### src/rtl/inorder_queue_ctrl.sv
// Pointer/occupancy controller for a circular in-order queue (ROB/LSQ style).
// Per-entry valid/done bits live in an array of inorder_queue_entry instances.
module inorder_queue_entry (
    input  logic clock,
    input  logic reset,
    input  logic clear,
    input  logic alloc,
    input  logic dealloc,
    input  logic wb,
    output logic valid,
    output logic done
);
    // clear (flush or squash) beats a same-cycle writeback to this entry
    always_ff @(posedge clock) begin
        if (reset || clear) begin
            valid <= 1'b0;
            done  <= 1'b0;
        end else if (dealloc) begin
            valid <= 1'b0;
            done  <= 1'b0;
        end else if (alloc) begin
            valid <= 1'b1;
            done  <= 1'b0;
        end else if (wb && valid) begin
            done <= 1'b1;
        end
    end
endmodule

module inorder_queue_ctrl #(
    parameter int QUEUE_SIZE     = 8,
    parameter int QUEUE_SIZE_LOG = 3
) (
    input  logic                      clock,
    input  logic                      reset,
    input  logic                      enq_valid,
    output logic                      enq_ready,
    output logic [QUEUE_SIZE_LOG:0]   enq_ptr,
    output logic [QUEUE_SIZE-1:0]     enq_ptr_oh,
    input  logic                      wb_valid,
    input  logic [QUEUE_SIZE_LOG:0]   wb_ptr,
    output logic                      deq_valid,
    input  logic                      deq_ready,
    output logic [QUEUE_SIZE_LOG:0]   deq_ptr,
    output logic [QUEUE_SIZE-1:0]     deq_ptr_oh,
    input  logic                      redirect_valid,
    input  logic [QUEUE_SIZE_LOG:0]   redirect_ptr,
    input  logic                      flush,
    output logic [QUEUE_SIZE-1:0]     entry_valid,
    output logic [QUEUE_SIZE_LOG:0]   count,
    output logic                      full,
    output logic                      empty
);
    localparam int PW = QUEUE_SIZE_LOG + 1;

    logic [QUEUE_SIZE-1:0]     done;
    logic [QUEUE_SIZE-1:0]     wb_oh;
    logic [QUEUE_SIZE-1:0]     squash;
    logic [QUEUE_SIZE_LOG:0]   redir_dist;
    logic                      enq_fire;
    logic                      deq_fire;
    logic                      unused_wb_wrap;

    assign empty      = (enq_ptr == deq_ptr);
    assign full       = (enq_ptr[QUEUE_SIZE_LOG-1:0] == deq_ptr[QUEUE_SIZE_LOG-1:0]) &&
                        (enq_ptr[QUEUE_SIZE_LOG] != deq_ptr[QUEUE_SIZE_LOG]);
    assign count      = enq_ptr - deq_ptr;
    assign enq_ready  = ~full & ~flush & ~redirect_valid;
    assign enq_fire   = enq_valid & enq_ready;
    assign deq_valid  = ~empty & done[deq_ptr[QUEUE_SIZE_LOG-1:0]];
    assign deq_fire   = deq_valid & deq_ready & ~flush;

    assign enq_ptr_oh = QUEUE_SIZE'(1) << enq_ptr[QUEUE_SIZE_LOG-1:0];
    assign deq_ptr_oh = QUEUE_SIZE'(1) << deq_ptr[QUEUE_SIZE_LOG-1:0];
    assign wb_oh      = QUEUE_SIZE'(1) << wb_ptr[QUEUE_SIZE_LOG-1:0];
    assign unused_wb_wrap = wb_ptr[QUEUE_SIZE_LOG];

    // Age is measured as distance from the head so wrap never confuses ordering
    assign redir_dist = redirect_ptr - deq_ptr;

    for (genvar i = 0; i < QUEUE_SIZE; i++) begin : g_entry
        logic [QUEUE_SIZE_LOG:0] entry_dist;
        assign entry_dist = {1'b0, QUEUE_SIZE_LOG'(i) - deq_ptr[QUEUE_SIZE_LOG-1:0]};
        assign squash[i]  = redirect_valid & ~flush &
                            (entry_dist > redir_dist) & (entry_dist < count);

        inorder_queue_entry u_entry (
            .clock   (clock),
            .reset   (reset),
            .clear   (flush | squash[i]),
            .alloc   (enq_fire & enq_ptr_oh[i]),
            .dealloc (deq_fire & deq_ptr_oh[i]),
            .wb      (wb_valid & ~flush & wb_oh[i]),
            .valid   (entry_valid[i]),
            .done    (done[i])
        );
    end

    always_ff @(posedge clock) begin
        if (reset) begin
            enq_ptr <= '0;
            deq_ptr <= '0;
        end else if (flush) begin
            enq_ptr <= deq_ptr;
        end else if (redirect_valid) begin
            enq_ptr <= redirect_ptr + PW'(1);
            if (deq_fire) deq_ptr <= deq_ptr + PW'(1);
        end else begin
            if (enq_fire) enq_ptr <= enq_ptr + PW'(1);
            if (deq_fire) deq_ptr <= deq_ptr + PW'(1);
        end
    end

    a_redirect_in_range: assert property (@(posedge clock) disable iff (reset)
        (redirect_valid && !flush) |-> (redir_dist < count));
endmodule
### config.mk
export PLATFORM = sky130hd
export DESIGN_NAME = inorder_queue_ctrl
export DESIGN_NICKNAME = d
export VERILOG_FILES = /design/src/rtl/inorder_queue_ctrl.sv
export SDC_FILE = /design/constraint.sdc
export NUM_CORES = 1
export LEC_CHECK = 0
export ABC_AREA = 1
export ABC_CLOCK_PERIOD_IN_PS = 3750
export CORE_UTILIZATION = 45
export DETAILED_ROUTE_END_ITERATION = 8
export HOLD_SLACK_MARGIN = 0.1
export PLACE_DENSITY = 0.72
export SLEW_MARGIN = 20
export SYNTH_ARGS = -nofsm -noshare
export SYNTH_HDL_FRONTEND = slang
export SYNTH_SLANG_ARGS = --single-unit
### constraint.sdc
create_clock -name clock -period 3.75 [get_ports clock]
set_clock_uncertainty 0.05 [all_clocks]
set_input_delay 0.9375 -clock clock [delete_from_list [all_inputs] [get_ports clock]]
set_output_delay 0.9375 -clock clock [all_outputs]
set_load 0.005 [all_outputs]
Word-level counts from Yosys, hierarchy flattened

Cells that the tools add are included.

Reductions and logical operators: 35
Multiplexer cells: 5
Equal/unequal tests: 3
Bitwise gates (word level): 60
Shift operators: 3
Add/sub/neg operators: 13
Magnitude comparators: 17

Operators by type and width:

| operator                                                   | count |
|---|---|
| bitwise AND 1 bit                                          | 48 |
| > comparator 3 x 4 -> 1 bit                                | 8 |
| less-than comparator 3 x 4 -> 1 bit                        | 8 |
| OR reduction 3 bit                                         | 8 |
| left shift 1 x 3 -> 8 bit, first input constant            | 3 |
| OR reduction 2 bit                                         | 8 |
| adder 4 x 1 -> 4 bit, second input constant                | 3 |
| two-way mux 4 bit                                          | 3 |
| subtractor 3 bit, first input constant                     | 4 |
| logical AND 1 bit                                          | 9 |
| logical OR 1 bit                                           | 8 |
| bitwise OR 1 bit                                           | 8 |
| subtractor 4 bit                                           | 2 |
| subtractor 1 x 3 -> 3 bit, first input constant            | 2 |
| subtractor 2 x 3 -> 3 bit, first input constant            | 2 |
| == test 4 bit                                              | 1 |
| less-than comparator 3 x 4 -> 1 bit, second input constant | 1 |
| inverter 1 bit                                             | 4 |
| binary-select mux 1 bit (select 3 bit)                     | 1 |
| == test 3 bit                                              | 1 |
| nonzero test 3 bit                                         | 1 |
| AND reduction 2 bit                                        | 1 |
| two-way mux 1 bit                                          | 1 |
| != test 1 bit                                              | 1 |

Bits in registers: 24
Output and inout bits: 40

Depth between registers and ports, before layout

Gate-level depths: netlist of the first run.

Depth after elaboration: 9
Mapped depth: 15
Depth with buffers taken out: 15

Hierarchy

Synthesis of the first run repeated with hierarchy kept, for this count alone.

Cells, all modules: 419
Area, all modules: 2625.0 um^2

Modules (own cells, without submodules):

| module              | instances | seq. area each (um^2) | area an instance (um^2) | cells an instance |
|---|---|---|---|---|
| inorder_queue_ctrl  | 1         | 160.2                 | 1994.4                  | 331 |
| inorder_queue_entry | 8         | 40.0                  | 78.8                    | 11 |

Worst setup path before layout of the first run

No wires, ideal clock.

Path type: register to output
From: register deq_ptr[1]
To: output count[2]
Required time: 2.763 ns
Setup slack: 0.928 ns
Path buffers: 0
Stages on the path, launching flop included: 5
Data arrival time: 1.835 ns
Path through: dfxtp_1 -> inv_1 -> fa_1 -> xnor2_1 -> inv_1

Longest elaborated chain between the ends: 1

RTL lines:

| what                     | line | text |
|---|---|---|
| start: declaration       | 44   | `output logic [QUEUE_SIZE_LOG:0] deq_ptr,` |
| start signal: assignment | 107  | `if (deq_fire) deq_ptr <= deq_ptr + PW'(1);` |
| start signal: assignment | 110  | `if (deq_fire) deq_ptr <= deq_ptr + PW'(1);` |
| subtractor 4 bit         | 67   | `assign count = enq_ptr - deq_ptr;` |
| end: declaration         | 50   | `output logic [QUEUE_SIZE_LOG:0] count,` |

Every way passes these cells.

Final worst setup path of the first run

From: input flush
To: output enq_ready

Longest elaborated chain between the ends: 3

RTL lines:

| what                           | line | text |
|---|---|---|
| start: declaration             | 48   | `input logic flush,` |
| inverter 1 bit (no line)       | -    |  |
| bitwise AND 1 bit (2 in a row) | 68   | `assign enq_ready = ~full & ~flush & ~redirect_valid;` |
| end: declaration               | 37   | `output logic enq_ready,` |

Every way passes these cells.

==> flow_metrics.env, run 1 <==
export IMPL_r2r_cells=12
export IMPL_avgSynthCellArea_um2=6.37
export IMPL_status="complete, no violations"
export IMPL_post_place_ws_ns=0.174
export IMPL_synth_edf_count=0
export IMPL_synth_seq_area_share_pct=18.0
export IMPL_post_route_min_period_ns=3.41
export IMPL_min_from="g_entry[6].u_entry.done"
export IMPL_cts_tree="built"
export IMPL_slew_violations=0
export IMPL_cts_made_buffers=3
export IMPL_power_density_nw_per_um2=195
export IMPL_hold_path_class="reg -> reg"
export IMPL_antenna_left=0
export IMPL_tightest_slew_ns=0.541
export IMPL_ys_seq_elements=24
export IMPL_start_util_pct=47.5
export IMPL_setup_tns_ns=0
export IMPL_synth_nets=470
export IMPL_path_max_fanout=8
export IMPL_seq_power_share_pct=42.0
export IMPL_start_kind="input port"
export IMPL_hold_depth=2
export IMPL_final_util_pct=58.0
export IMPL_syn_area_um2=2660
export IMPL_diodes=0
export IMPL_hold_end="g_entry[6].u_entry.done"
export IMPL_die_area_um2=6230
export IMPL_p_leak_nw=1.56
export IMPL_rr_startpoint="enq_ptr[0]"
export IMPL_postCtsSetupBuffers=0
export IMPL_track_usage_pct=22.9
export IMPL_via_per_inst=5.09
export IMPL_yosysTopAreaCellShare_pct=18.0
export IMPL_gp_congestion=0.899
export IMPL_combPwrFrac_pct=33.9
export IMPL_max_slew_margin_rel_pct=63.8
export IMPL_max_cap_violations=0
export IMPL_grt_pass1_wl_um=11100
export IMPL_htreeDepth=1
export IMPL_ir_drop_mv=0.123
export IMPL_synth_commonest_cells="nand2_1, inv_1, nor2_1"
export IMPL_overflow=0
export IMPL_coreArea_um2=5610
export IMPL_crit_type="in -> out"
export IMPL_first_iter_violations=172
export IMPL_die_w_um=78.9
export IMPL_antenna_found_initial=0
export IMPL_yosysMostFrequentCell="nand2_1"
export IMPL_p_clk_share_pct=24.1
export IMPL_dp_cells=534
export IMPL_synth_area_leaders="dfxtp_1, ha_1, nand2_1"
export IMPL_std_cell_rows=27
export IMPL_rsz0062_at_grt="false"
export IMPL_worstPathRequired_ns=2.76
export IMPL_switchingPower_mw=0.210
export IMPL_wl_per_cell_um=13.0
export IMPL_synthArstFlopShare_pct=0
export IMPL_io_pins=55
export IMPL_grt_max_degree=15
export IMPL_fin_ws_ns=0.343
export IMPL_r2r_end="g_entry[3].u_entry.done"
export IMPL_clk_pin_slew_ns=0.08
export IMPL_drt_first_pass_iters=4
export IMPL_ys_warn_count=0
export IMPL_hold_viol=0
export IMPL_worstPathArrival_ns=2.42
export IMPL_internal_power_mw=0.425
export IMPL_wl_um=7000
export IMPL_clock_path_buffers=2
export IMPL_setup_viol=0
export IMPL_period_share_pct=90.9
export IMPL_cts_resized=0
export IMPL_grt_pass1_vias=2338
export IMPL_clockRootBuffer="clkbuf_8"
export IMPL_final_cells=537
export IMPL_drcViolationCount=0
export IMPL_p_total_mw=0.634
export IMPL_synth_cell_types=29
export IMPL_clk_latency_ns=0.27
export IMPL_area_growth_syn_to_layout_pct=22.1
export IMPL_io_buffer_count=53
export IMPL_sw_frac_of_total_pct=33.1
export IMPL_fmax_mhz=293
export IMPL_cts_sinks=24
export IMPL_hold_buffers=0
export IMPL_vias=2732
export IMPL_reg2reg_slack_ns=0.99
export IMPL_nets=519
export IMPL_synth_top_area_cell="dfxtp_1"
export IMPL_cp_end_kind="output port"
export IMPL_synthCells=418
export IMPL_fp_dieH_um=78.9
export IMPL_dp_hpwl_um=5650
export IMPL_synth_top_flop_cell="dfxtp_1"
export IMPL_drive_gt1_share_pct=9.25
cell usage in the layout (no fill, tap or decap), types with 2 or more instances in the layout:
master           count
nand2_1             96
inv_1               69
clkdlybuf4s50_1     53
nor2_1              40
nand3_1             39
ha_1                34
dfxtp_1             24
o21ai_0             14
nand2_2             13
a21oi_1             10
nand4_1             10
o21bai_1             9
nor3_1               8
inv_2                7
buf_4                7
nand3_2              5
nor4_1               4
nor2_2               3
o21ai_1              3
fa_1                 3
clkbuf_8             3
o21ai_2              2
xnor2_1              2
xor2_1               2
worst max-delay path, stage by stage:
cell and delay (ns):
clkdlybuf4s50_1 0.56, nor2_2 0.23, inv_1 0.06, nor2_1 0.12, clkdlybuf4s50_1 0.51
metal layers:
metal / GRT usage, % / part of all wire (%) / up-vias
met4: 5.45 / 1.8 / 0
met3: 3.56 / 4.4 / 10
met5: 0 / 0 / -
met2: 37.9 / 46 / 78
met1: 31.2 / 48 / 1232
li1: - / - / 1412
power by group through the flow:
| stage | logic, mW | clock network, mW | registers, mW |
|---|---|---|---|
| 6_report | 0.215 | 0.153 | 0.266 |
| 5_1_grt | 0.240 | 0.167 | 0.268 |
| 4_1_cts | 0.214 | 0.157 | 0.266 |
| 3_5_place_dp | 0.213 | 0 | 0.272 |
| 3_3_place_gp | 0.209 | 0 | 0.272 |
| 2_1_floorplan | 0.132 | 0 | 0.271 |
stage by stage:
stage / area [um^2] / hold WS, ns
2_1_floorplan: 2660 / 0.437
3_3_place_gp: 3210 / 0.465
3_5_place_dp: 3210 / 0.468
4_1_cts: 3250 / 0.493
5_1_grt: 3250 / 0.510
6_report: 3250 / 0.489
kinds of logic after synthesis:
kind of cell	synth area share, %
AO/OA/AOI/OAI	8.27
XOR/XNOR	1.32
adder cells (fa/ha/maj)	18.2
buffers and inverters	16.0
flip-flops	18.0
AND/OR/NAND/NOR	38.1
sequential cells by signal (all words and copies together) (netlist names):
register / flops
deq_ptr: 4
enq_ptr: 4
g_entry.u_entry.valid: 8
g_entry.u_entry.done: 8
worst max path at each step:
stage | start | endpoint | cells past startpoint
finish | flush | enq_ready | 5
global route | redirect_ptr[0] | g_entry[7].u_entry.valid | 16
CTS | flush | enq_ready | 5
detailed placement | redirect_ptr[0] | g_entry[7].u_entry.valid | 16
global placement | redirect_ptr[0] | g_entry[3].u_entry.valid | 14
floorplan | deq_ptr[1] | count[2] | 4
area by class of cell:
type,count,area [um^2]
clock buffers,3,41.3
fillers,574,2360
inverters,78,300
multi-input cells,300,1760
flip-flops and latches,24,480
well taps,72,90.1
repair buffers,60,583
Note: power is estimated with default switching activity, not from simulation.
==> run 2, diff against run 1 <==
--- a/config.mk
+++ b/config.mk
@@ -10,7 +10,7 @@
 export CORE_UTILIZATION = 45
 export DETAILED_ROUTE_END_ITERATION = 8
 export HOLD_SLACK_MARGIN = 0.1
-export PLACE_DENSITY = 0.72
+export PLACE_DENSITY = 0.83
 export SLEW_MARGIN = 20
 export SYNTH_ARGS = -nofsm -noshare
 export SYNTH_HDL_FRONTEND = slang
==> run 2 against run 1 <==
- sequential power about the same
- hold slack better by 0.0032 ns
- total power up 4.0%
- combinational power about the same
- die area unchanged
- routed wire length up 0.99%
- largest cell class unchanged
- cell count unchanged
- setup slack better by 0.031 ns
- utilization up 0.11 points
- non-clock buffer count down 1
- sequential share of layout area about the same
- critical path depth unchanged
==> flow_metrics.env, run 2 (same netlist as run 1, synthesis figures left out) <==
export IMPL_dp_hpwl_um=5740
export IMPL_max_slew_margin_rel_pct=63.1
export IMPL_cts_sinks=24
export IMPL_reg_top3="g_entry.u_entry.done: 8 flops, g_entry.u_entry.valid: 8 flops"
export IMPL_hold_path_class="reg -> reg"
export IMPL_drive_gt1_share_pct=9.25
export IMPL_grt_max_degree=15
export IMPL_mostFrequentLayoutCells="nand2_1, inv_1, clkdlybuf4s50_1"
export IMPL_area_growth_syn_to_layout_pct=22.3
export IMPL_rr_startpoint="deq_ptr[0]"
export IMPL_crit_type="in -> out"
export IMPL_start_util_pct=47.5
export IMPL_via_per_inst=5.15
export IMPL_fill_cells=557
export IMPL_worstPathRequired_ns=2.76
export IMPL_min_from="enq_ptr[3]"
export IMPL_vias=2763
export IMPL_setup_tns_ns=0
export IMPL_io_pins=55
export IMPL_path_max_fanout=8
export IMPL_r2r_end="g_entry[3].u_entry.valid"
export IMPL_hold_depth=2
export IMPL_r2r_cells=13
export IMPL_antenna_found_initial=0
export IMPL_clock_path_buffers=2
export IMPL_clk_pin_slew_ns=0.08
export IMPL_rsz0062_at_grt="false"
export IMPL_final_cells=537
export IMPL_die_area_um2=6230
export IMPL_setup_viol=0
export IMPL_die_w_um=78.9
export IMPL_worstPathArrival_ns=2.39
export IMPL_grt_pass1_wl_um=11500
export IMPL_p_leak_nw=1.56
export IMPL_overflow=0
export IMPL_post_route_min_period_ns=3.38
export IMPL_clk_latency_ns=0.27
export IMPL_tightest_slew_ns=0.553
export IMPL_fp_dieH_um=78.9
export IMPL_std_cell_rows=27
export IMPL_wl_um=7070
export IMPL_power_density_nw_per_um2=203
export IMPL_antenna_left=0
export IMPL_nets=518
export IMPL_hold_end="enq_ptr[3]"
export IMPL_cts_made_buffers=3
export IMPL_fmax_mhz=296
export IMPL_drt_first_pass_iters=4
export IMPL_reg2reg_slack_ns=1.01
export IMPL_drcViolationCount=0
export IMPL_gp_congestion=0.916
export IMPL_cp_end_kind="output port"
export IMPL_post_place_ws_ns=0.176
export IMPL_first_iter_violations=216
export IMPL_period_share_pct=90.0
export IMPL_dp_cells=533
export IMPL_slew_violations=0
export IMPL_ir_drop_mv=0.117
export IMPL_clockRootBuffer="clkbuf_8"
export IMPL_final_util_pct=58.1
export IMPL_grt_pass1_vias=2540
export IMPL_coreArea_um2=5610
export IMPL_htreeDepth=1
export IMPL_diodes=0
export IMPL_final_common_cell="nand2_1"
export IMPL_wl_per_cell_um=13.2
export IMPL_hold_viol=0
export IMPL_postCtsSetupBuffers=0
export IMPL_max_cap_violations=0
export IMPL_io_buffer_count=53
export IMPL_hold_buffers=0
export IMPL_cts_tree="built"
export IMPL_start_kind="input port"
export IMPL_track_usage_pct=23.1
export IMPL_fin_ws_ns=0.374
export IMPL_status="complete, no violations"
export IMPL_cts_resized=0
[run 2: changes by cell type in the layout (fill, tap and decap cells not counted), sizes merged]
cell,before,now
clkbuf,3,4
buf,7,6
[run 2: worst max path at each step]
| stage | start | end | slack, ns | depth (start not counted) |
|---|---|---|---|---|
| after floorplan | deq_ptr[1] | count[2] | 0.93 | 4 |
| after global placement | redirect_ptr[0] | g_entry[7].u_entry.done | 0.21 | 16 |
| after detailed placement | redirect_ptr[0] | g_entry[7].u_entry.done | 0.18 | 16 |
| after CTS | flush | enq_ready | 0.37 | 5 |
| after global routing | redirect_ptr[0] | g_entry[1].u_entry.done | 0.24 | 13 |
| final | flush | enq_ready | 0.37 | 5 |
[run 2: power by group]
group,internal [mW],switching [mW]
combinational,0.0946,0.121
sequential,0.258,0.00848
clock,0.0938,0.0837
[run 2: area by class of cell]
cell class / count / area [um^2] / share of cell area [%]
tap: 72 / 90.1 / 2.77
timing repair buffer: 59 / 576 / 17.7
multi-input combinational: 300 / 1760 / 53.9
sequential: 24 / 480 / 14.8
inverter: 78 / 300 / 9.22
clock buffer: 4 / 55.1 / 1.69
[run 2: worst max-delay path, stage by stage]
cell and delay [ns]:
clkdlybuf4s50_1 0.57, nor2_2 0.23, inv_1 0.06, nor2_1 0.09, clkdlybuf4s50_1 0.50
[run 2: layer usage]
metal | part of all wire (%) | vias to the layer above | GRT usage (%)
li1 | - | 1416 | -
met2 | 49 | 77 | 42.8
met5 | 0 | - | 0
met1 | 43 | 1255 | 28.1
met3 | 5.5 | 15 | 1.61
met4 | 2.5 | 0 | 7.64
[run 2: metrics by stage]
stage / cell area [um^2] / hold slack (ns) / total power [mW]
6_report: 3260 / 0.492 / 0.660
5_1_grt: 3260 / 0.519 / 0.697
4_1_cts: 3260 / 0.491 / 0.658
3_5_place_dp: 3200 / 0.471 / 0.486
3_3_place_gp: 3200 / 0.467 / 0.478
2_1_floorplan: 2660 / 0.437 / 0.403
==> run 3, diff against run 2 <==
--- a/config.mk
+++ b/config.mk
@@ -6,7 +6,7 @@
 export NUM_CORES = 1
 export LEC_CHECK = 0
 export ABC_AREA = 1
-export ABC_CLOCK_PERIOD_IN_PS = 3750
+export ABC_CLOCK_PERIOD_IN_PS = 3770
 export CORE_UTILIZATION = 45
 export DETAILED_ROUTE_END_ITERATION = 8
 export HOLD_SLACK_MARGIN = 0.1
==> constraint.sdc (replaced) <==
create_clock -name clock -period 3.77 [get_ports clock]
set_clock_uncertainty 0.05 [all_clocks]
set_input_delay 0.9425 -clock clock [delete_from_list [all_inputs] [get_ports clock]]
set_output_delay 0.9425 -clock clock [all_outputs]
set_load 0.005 [all_outputs]
==> run 3 against run 2 <==
- final area rose by 0.50%
- global-route usage up 0.13 points
- sequential cell count stayed put
- critical endpoint unchanged
- via count is 0.98% higher
- hold slack got worse by 0.0011 ns
- die area unchanged
==> flow_metrics.env, run 3 (same netlist as run 1, synthesis figures left out) <==
export IMPL_htreeDepth=1
export IMPL_cts_made_buffers=3
export IMPL_hold_path_class="reg -> reg"
export IMPL_post_route_min_period_ns=3.39
export IMPL_via_per_inst=5.20
export IMPL_grt_pass1_wl_um=11500
export IMPL_crit_top_cell="clkdlybuf4s50_1"
export IMPL_cts_sinks=24
export IMPL_drcViolationCount=0
export IMPL_hold_viol=0
export IMPL_setup_viol=0
export IMPL_r2r_end="g_entry[3].u_entry.done"
export IMPL_start_kind="input port"
export IMPL_nets=518
export IMPL_overflow=0
export IMPL_fp_dieH_um=78.9
export IMPL_hold_depth=2
export IMPL_status="complete, no violations"
export IMPL_wl_per_cell_um=13.0
export IMPL_wl_um=7000
export IMPL_antenna_left=0
export IMPL_dp_cells=533
export IMPL_area_growth_syn_to_layout_pct=22.9
export IMPL_crit_type="in -> out"
export IMPL_max_slew_margin_rel_pct=62.6
export IMPL_dp_hpwl_um=5720
export IMPL_grt_pass1_vias=2554
export IMPL_slew_violations=0
export IMPL_power_density_nw_per_um2=218
export IMPL_start_util_pct=47.5
export IMPL_gp_congestion=0.915
export IMPL_cts_tree="built"
export IMPL_final_common_cell="nand2_1"
export IMPL_cts_resized=0
export IMPL_cp_end_kind="output port"
export IMPL_clk_pin_slew_ns=0.10
export IMPL_std_cell_rows=27
export IMPL_first_iter_violations=230
export IMPL_mostFrequentLayoutCells="nand2_1, inv_1, clkdlybuf4s50_1"
export IMPL_ir_drop_mv=0.134
export IMPL_die_area_um2=6230
export IMPL_reg_top3="g_entry.u_entry.done: 8 flops, g_entry.u_entry.valid: 8 flops"
export IMPL_path_max_fanout=8
export IMPL_die_w_um=78.9
export IMPL_cp_cell_sequence="clkdlybuf4s50_1, nor2_2, inv_1, nor2_1, clkdlybuf4s50_1"
export IMPL_diodes=0
export IMPL_critPathMaxStageDelay_ns=0.57
export IMPL_drive_gt1_share_pct=9.25
export IMPL_max_cap_violations=0
export IMPL_fmax_mhz=295
export IMPL_min_from="enq_ptr[3]"
export IMPL_fin_ws_ns=0.380
export IMPL_postCtsSetupBuffers=0
export IMPL_setup_tns_ns=0
export IMPL_vias=2790
export IMPL_period_share_pct=89.9
export IMPL_clock_path_buffers=2
export IMPL_hold_buffers=0
export IMPL_whs_ns=0.491
export IMPL_io_pins=55
export IMPL_tightest_slew_ns=0.561
export IMPL_post_place_ws_ns=0.161
export IMPL_antenna_found_initial=0
export IMPL_critPathSlowestCell="clkdlybuf4s50_1"
export IMPL_rsz0062_at_grt="false"
export IMPL_worstPathRequired_ns=2.78
export IMPL_rr_startpoint="deq_ptr[0]"
export IMPL_worstPathArrival_ns=2.40
export IMPL_coreArea_um2=5610
export IMPL_track_usage_pct=23.2
export IMPL_clk_latency_ns=0.28
export IMPL_drt_first_pass_iters=7
export IMPL_reg2reg_slack_ns=0.98
export IMPL_final_cells=537
export IMPL_clockRootBuffer="clkbuf_8"
export IMPL_hold_end="enq_ptr[3]"
export IMPL_r2r_cells=13
export IMPL_grt_max_degree=15
export IMPL_p_leak_nw=1.57
export IMPL_io_buffer_count=53
-- run 3: through the flow --
step	cell area (um^2)	power [mW]	utilization (%)
floorplan	2660	0.400	-
global placement	3200	0.476	57.1
detailed placement	3200	0.483	57.1
CTS	3270	0.709	58.4
global route	3270	0.749	58.4
finish	3270	0.712	58.4
-- run 3: worst max-delay path by stage --
stage | startpoint | endpoint | slack [ns] | cells past startpoint
after floorplan | deq_ptr[1] | count[2] | 0.94 | 4
final | flush | enq_ready | 0.38 | 5
after global routing | redirect_ptr[0] | g_entry[3].u_entry.done | 0.26 | 14
after CTS | flush | enq_ready | 0.37 | 5
after detailed placement | redirect_ptr[0] | g_entry[3].u_entry.done | 0.16 | 14
after global placement | redirect_ptr[0] | g_entry[7].u_entry.done | 0.22 | 16
-- run 3: final cells by class --
| class | instances | area (um^2) |
|---|---|---|
| clock inverters | 1 | 30.0 |
| well taps | 72 | 90.1 |
| fillers | 537 | 2330 |
| multi-input cells | 300 | 1760 |
| inverters | 78 | 300 |
| flip-flops and latches | 24 | 480 |
| repair buffers | 59 | 576 |
| clock buffers | 3 | 41.3 |
-- run 3: worst max-delay path: cells and delay by family --
kind	cells	cell delay, ns
buffers and inverters	3	1.13
AND/OR/NAND/NOR	2	0.32
-- run 3: per-layer routing --
layer,up-vias,routed length [um],global-route usage (%)
li1,1412,-,-
met1,1273,3030,28.5
met2,90,3350,40.8
met3,15,406,2.30
met4,0,216,10.5
met5,-,0,0
-- run 3: power breakdown --
part,internal [mW],total [mW],switching [mW]
sequential,0.257,0.265,0.00811
combinational,0.0938,0.214,0.120
clock,0.142,0.233,0.0908
total,0.493,0.712,0.219
